===== src/rtl/systolic_mm_ctrl.sv =====
// Sequencer for the 3x3 systolic matrix-multiply array: skewed operand feed,
// result-tap capture, valid/ready result hold and zero-feed flush.
//
// state      | meaning
// -----------+-----------------------------------------------------------
// S_IDLE     | waiting for start; operands latched on accept
// S_FEED     | k=0..2, skewed row/column vectors on the feed lanes
// S_DRAIN    | zero feed while the array settles, until k = CAP_OFS-1
// S_CAPTURE  | k=CAP_OFS..CAP_OFS+2, taps sampled into c_flat
// S_HOLD     | result held with res_valid until res_ready
// S_FLUSHING | zero feed for FLUSH cycles before the next job
module systolic_mm_ctrl #(
  parameter int N       = 5,
  parameter int CAP_OFS = 5,
  parameter int FLUSH   = 4
) (
  input  logic                  clk,
  input  logic                  rst,
  input  logic                  start,
  input  logic [9*N-1:0]        a_flat,
  input  logic [9*N-1:0]        b_flat,
  output logic                  busy,
  output logic                  start_drop,
  output logic [5*N-1:0]        a_feed,
  output logic [5*N-1:0]        b_feed,
  input  logic [2*N+3:0]        tap19,
  input  logic [2*N+3:0]        tap18,
  input  logic [2*N+3:0]        tap17,
  input  logic [2*N+3:0]        tap16,
  input  logic [2*N+3:0]        tap12,
  output logic [9*(2*N+4)-1:0]  c_flat,
  output logic                  res_valid,
  input  logic                  res_ready
);

  localparam int W  = 2*N + 4;
  localparam int KW = $clog2(CAP_OFS + 3) + 1;
  localparam int FW = $clog2(FLUSH + 1);

  localparam logic [KW-1:0] K_FEED_END  = KW'(2);
  localparam logic [KW-1:0] K_DRAIN_END = KW'(CAP_OFS - 1);
  localparam logic [KW-1:0] K_CAP0      = KW'(CAP_OFS);
  localparam logic [KW-1:0] K_CAP1      = KW'(CAP_OFS + 1);
  localparam logic [KW-1:0] K_CAP2      = KW'(CAP_OFS + 2);

  typedef enum logic [2:0] {
    S_IDLE, S_FEED, S_DRAIN, S_CAPTURE, S_HOLD, S_FLUSHING
  } state_t;

  state_t            state, state_nxt;
  logic [KW-1:0]     k, k_nxt;
  logic [FW-1:0]     flush_cnt, flush_nxt;
  logic [9*N-1:0]    a_lat, a_lat_nxt, b_lat, b_lat_nxt;
  logic [5*N-1:0]    a_feed_nxt, b_feed_nxt;
  logic [9*W-1:0]    c_nxt;
  logic              res_valid_nxt, busy_nxt, start_drop_nxt;

  // Step j drives row j of A / column j of B onto lanes j..j+2.
  function automatic logic [5*N-1:0] feed_vec(input logic [9*N-1:0] m,
                                              input logic [1:0] j,
                                              input logic is_b);
    logic [5*N-1:0] v;
    v = '0;
    for (int i = 0; i < 3; i++) begin
      if (is_b) v[(int'(j) + i)*N +: N] = m[(int'(j) + 3*i)*N +: N];
      else      v[(int'(j) + i)*N +: N] = m[(3*int'(j) + i)*N +: N];
    end
    return v;
  endfunction

  always_comb begin
    state_nxt      = state;
    k_nxt          = k + KW'(1);
    flush_nxt      = flush_cnt;
    a_lat_nxt      = a_lat;
    b_lat_nxt      = b_lat;
    a_feed_nxt     = '0;
    b_feed_nxt     = '0;
    c_nxt          = c_flat;
    res_valid_nxt  = res_valid;
    start_drop_nxt = start && (state != S_IDLE);

    case (state)
      S_IDLE: begin
        k_nxt = '0;
        if (start) begin
          a_lat_nxt  = a_flat;
          b_lat_nxt  = b_flat;
          a_feed_nxt = feed_vec(a_flat, 2'd0, 1'b0);
          b_feed_nxt = feed_vec(b_flat, 2'd0, 1'b1);
          state_nxt  = S_FEED;
        end
      end
      S_FEED: begin
        if (k == K_FEED_END) begin
          state_nxt = (CAP_OFS == 3) ? S_CAPTURE : S_DRAIN;
        end else begin
          a_feed_nxt = feed_vec(a_lat, k[1:0] + 2'd1, 1'b0);
          b_feed_nxt = feed_vec(b_lat, k[1:0] + 2'd1, 1'b1);
        end
      end
      S_DRAIN: begin
        if (k == K_DRAIN_END) state_nxt = S_CAPTURE;
      end
      S_CAPTURE: begin
        // Each tap carries a different C element on successive cycles.
        if (k == K_CAP0) begin
          c_nxt[0*W +: W] = tap19;
          c_nxt[1*W +: W] = tap16;
          c_nxt[2*W +: W] = tap12;
          c_nxt[3*W +: W] = tap18;
          c_nxt[6*W +: W] = tap17;
        end else if (k == K_CAP1) begin
          c_nxt[4*W +: W] = tap19;
          c_nxt[5*W +: W] = tap16;
          c_nxt[7*W +: W] = tap18;
        end else if (k == K_CAP2) begin
          c_nxt[8*W +: W] = tap19;
          res_valid_nxt   = 1'b1;
          state_nxt       = S_HOLD;
        end
      end
      S_HOLD: begin
        if (res_valid && res_ready) begin
          res_valid_nxt = 1'b0;
          flush_nxt     = FW'(FLUSH);
          state_nxt     = S_FLUSHING;
        end
      end
      S_FLUSHING: begin
        flush_nxt = flush_cnt - FW'(1);
        if (flush_cnt == FW'(1)) state_nxt = S_IDLE;
      end
      default: state_nxt = S_IDLE;
    endcase

    busy_nxt = (state_nxt != S_IDLE);
  end

  always_ff @(posedge clk) begin
    if (rst) begin
      state      <= S_IDLE;
      k          <= '0;
      flush_cnt  <= '0;
      a_lat      <= '0;
      b_lat      <= '0;
      a_feed     <= '0;
      b_feed     <= '0;
      c_flat     <= '0;
      res_valid  <= 1'b0;
      busy       <= 1'b0;
      start_drop <= 1'b0;
    end else begin
      state      <= state_nxt;
      k          <= k_nxt;
      flush_cnt  <= flush_nxt;
      a_lat      <= a_lat_nxt;
      b_lat      <= b_lat_nxt;
      a_feed     <= a_feed_nxt;
      b_feed     <= b_feed_nxt;
      c_flat     <= c_nxt;
      res_valid  <= res_valid_nxt;
      busy       <= busy_nxt;
      start_drop <= start_drop_nxt;
    end
  end

endmodule


===== config.mk =====
export PLATFORM = sky130hd
export DESIGN_NAME = systolic_mm_ctrl
export DESIGN_NICKNAME = d
export VERILOG_FILES = /design/src/rtl/systolic_mm_ctrl.sv
export SDC_FILE = /design/constraint.sdc
export NUM_CORES = 1
export LEC_CHECK = 0
export ABC_AREA = 1
export ABC_CLOCK_PERIOD_IN_PS = 2800
export CAP_MARGIN = 20
export CORE_ASPECT_RATIO = 0.6
export CORE_MARGIN = 3
export CORE_UTILIZATION = 44
export DETAILED_ROUTE_END_ITERATION = 12
export PLACE_DENSITY = 0.88
export REMOVE_ABC_BUFFERS = 1
export SYNTH_ARGS = -nofsm -noshare
export SYNTH_HDL_FRONTEND = slang
export SYNTH_SLANG_ARGS = --single-unit

===== constraint.sdc =====
create_clock -name clk -period 2.8 [get_ports clk]
set_input_delay 0.28 -clock clk [delete_from_list [all_inputs] [get_ports clk]]
set_output_delay 0.28 -clock clk [all_outputs]
set_load 0.01 [all_outputs]

==> results of run 1 <==
## worst paths after layout
kind | startpoint | endpoint | slack, ns
hold / removal | rst | b_lat[6] | 0.30
hold reg to reg | c_flat[74] | c_flat[74] | 0.44
setup / recovery | k[0] | b_feed[9] | 0.11
setup reg to reg | k[0] | b_feed[9] | 0.11
## critical path, cell delays in order, from the launching register on
cell     delay, ns
dfxtp_2       0.37
inv_2         0.11
buf_4         0.26
ha_1          0.21
buf_4         0.19
inv_1         0.17
nor2_1        0.43
nor2_2        0.19
a21oi_1       0.30
a31o_1        0.24
a21oi_1       0.08
## layer usage
metal  global-route usage [%]  part of all wire, %  wire length (um)  vias up
met5                    2.419                 0.20               100        -
met3                    12.06                   13              6489       82
met4                    6.384                  2.1              1041        2
li1                         -                    -                 -     6560
met2                    45.24                   41             20250      751
met1                    45.16                   44             21980     6450
## cell families (layout without fill, tap and decap cells)
kind of cell    after synthesis  after routing  synth area share (%)
compound gates              484            484                 20.68
xor+xnor                      1              1               0.07051
fa+ha+maj                    10             10                 1.007
buf+inv                     258            606                 8.239
flops                       279            279                 44.96
simple gates                771            771                 25.05
## area by class of cell
class	count	share of cell area, %
Inverter	147	3.250
Sequential cell	279	32.39
Multi-Input combinational cell	1266	33.80
Clock inverter	7	0.2394
Clock buffer	38	4.506
Timing Repair Buffer	414	23.20
Tap cell	360	2.612
## cell usage in the layout, fill, tap and decap left out, types with 5 or more instances in the layout
master,Yosys,layout
inv_1,135,134
nand4_1,22,22
nor3_1,14,14
buf_4,5,68
o22ai_1,5,5
clkbuf_1,76,5
inv_2,6,8
a32oi_1,5,5
a22oi_1,9,9
nand2_1,288,287
clkdlybuf4s50_1,0,341
a21oi_1,192,192
nor2_1,357,354
nand3_1,74,74
clkbuf_16,0,27
clkbuf_8,0,6
clkinv_2,0,6
nor2_2,6,8
o21ai_0,230,230
dfxtp_1,279,278
ha_1,10,10
o21ai_1,8,8
o211ai_1,8,8
## sequential cells by signal, indices dropped and copies added (netlist names)
name	cells
a_lat	45
flush_cnt	3
b_lat	45
busy	1
b_feed	25
a_feed	25
k	4
start_drop	1
state	3
res_valid	1
c_flat	126
## power breakdown
part	switching, mW	internal (mW)	leakage, nW	total (mW)
combinational	1.02	0.628	4.01	1.64
sequential	0.0950	4.11	2.27	4.21
clock	1.56	1.92	0.406	3.47
## what timing repair did
action	in CTS	in global routing
setup endpoints to repair	0	14
gates resized for setup	0	6
endpoints found under the hold margin	0	0
## metrics by stage
stage	TNS (ns)	cell area, sq um
floorplan	-544.64	11950
global placement	0	16420
detailed placement	0	16420
CTS	0	17230
global route	-0.008427	17250
finish	0	17250
==> results.sh, run 1 <==
export IMPL_grt_usage_pct=31.65
export IMPL_synth_top_area_share_pct=44.96
export IMPL_grt_overflow_total=0
export IMPL_die_x_um=222.9
export IMPL_initial_core_util_pct=45.83
export IMPL_core_sq_um=27110
export IMPL_fin_ws_ns=0.1086
export IMPL_cp_end_kind="register"
export IMPL_async_reset_ff_share_pct=0
export IMPL_yosys_area_top_type="dfxtp_1"
export IMPL_worst_setup_path_start_kind="register"
export IMPL_final_layout_size_suffix_gt1_share_pct=6.602
export IMPL_dp_cells=2466
export IMPL_ys_seq_elements=279
export IMPL_via_count=13850
export IMPL_place_ws_ns=0.1834
export IMPL_finalSetupViolations=0
export IMPL_synth_common_cells="nor2_1, nand2_1, dfxtp_1, o21ai_0, a21oi_1"
export IMPL_nFillCells=2435
export IMPL_grt_pass1_wl_um=75290
export IMPL_yosys_warnings=0
export IMPL_peakVddDrop_mv=0.3875
export IMPL_synth_area_leaders="dfxtp_1, nor2_1, o21ai_0"
export IMPL_clk_insertion_delay_late_ns=0.55
export IMPL_pin_count=343
export IMPL_post_route_period_util_pct=96.12
export IMPL_status="finished, final reports clean"
export IMPL_numCtsBuffers=26
export IMPL_cp_arrival_ns=3.09
export IMPL_firstDrtPassIters=5
export IMPL_post_route_min_period_ns=2.691
export IMPL_layout_cells_non_filler=2511
export IMPL_io_buffers=342
export IMPL_power_mw=9.327
export IMPL_cap_violations=0
export IMPL_seq_area_sq_um=5587
export IMPL_first_global_vias=12940
export IMPL_htreeDepth=1
export IMPL_first_iter_violations=1611
export IMPL_gp_congestion=1.077
export IMPL_syn_area_per_cell_sq_um=6.890
export IMPL_critPathRequiredTime_ns=3.20
export IMPL_ys_seq_area_share_pct=44.96
export IMPL_hold_buffers=0
export IMPL_grt_setup_unrepaired="yes"
export IMPL_yosysUniqueCellTypes=41
export IMPL_drcViolationCount=0
export IMPL_cp_max_fo=16
export IMPL_synth_edff_count=0
export IMPL_dp_hpwl_um=37800
export IMPL_yosysMostFrequentCell="nor2_1"
export IMPL_whs_ns=0.2971
export IMPL_cts_tree="done"
export IMPL_clkTransAtPathRegs_ns=0.07
export IMPL_diodes=0
export IMPL_fp_dieH_um=136.2
export IMPL_tightest_slew_ns=0.7815
export IMPL_rr_worst_depth=10
export IMPL_clock_path_buffers=3
export IMPL_dieArea_sq_um=30350
export IMPL_ys_flop_type="dfxtp_1"
export IMPL_critical_path_class="reg -> reg"
export IMPL_viasPerCell=5.514
export IMPL_antenna_found_initial=0
export IMPL_wl_um=49850
export IMPL_hold_path_class="in -> reg"
export IMPL_rows=46
export IMPL_leakagePower_nw=6.686
export IMPL_final_util_pct=63.62
export IMPL_multiInputGateArea_sq_um=5829
export IMPL_syn_to_final_growth_pct=38.82
export IMPL_cts_root_buf="clkbuf_16"
export IMPL_hold_violations=0
export IMPL_fin_nets=2308
export IMPL_clock_sinks=279
export IMPL_fmax_mhz=371.6
export IMPL_wire_per_inst_um=19.85
export IMPL_grt_max_degree=85
export IMPL_powerDensity_nw_per_um2=540.8
export IMPL_cts_setup_buffers=0
export IMPL_skew_ns=0.01277
export IMPL_slew_viol_final=0
export IMPL_hold_depth=4
export IMPL_syn_area_sq_um=12420
export IMPL_ant_nets=0
export IMPL_syn_inst=1803
export IMPL_relSlewSlack_pct=47.90
No activity file was read; power rests on OpenSTA's default activity.
==> run 2, diff against run 1 <==
Settings changed: SKIP_LAST_GASP set to 1.
==> results of run 2 <==
Same layout as run 1: the final DEF is identical, and so are final timing and power.
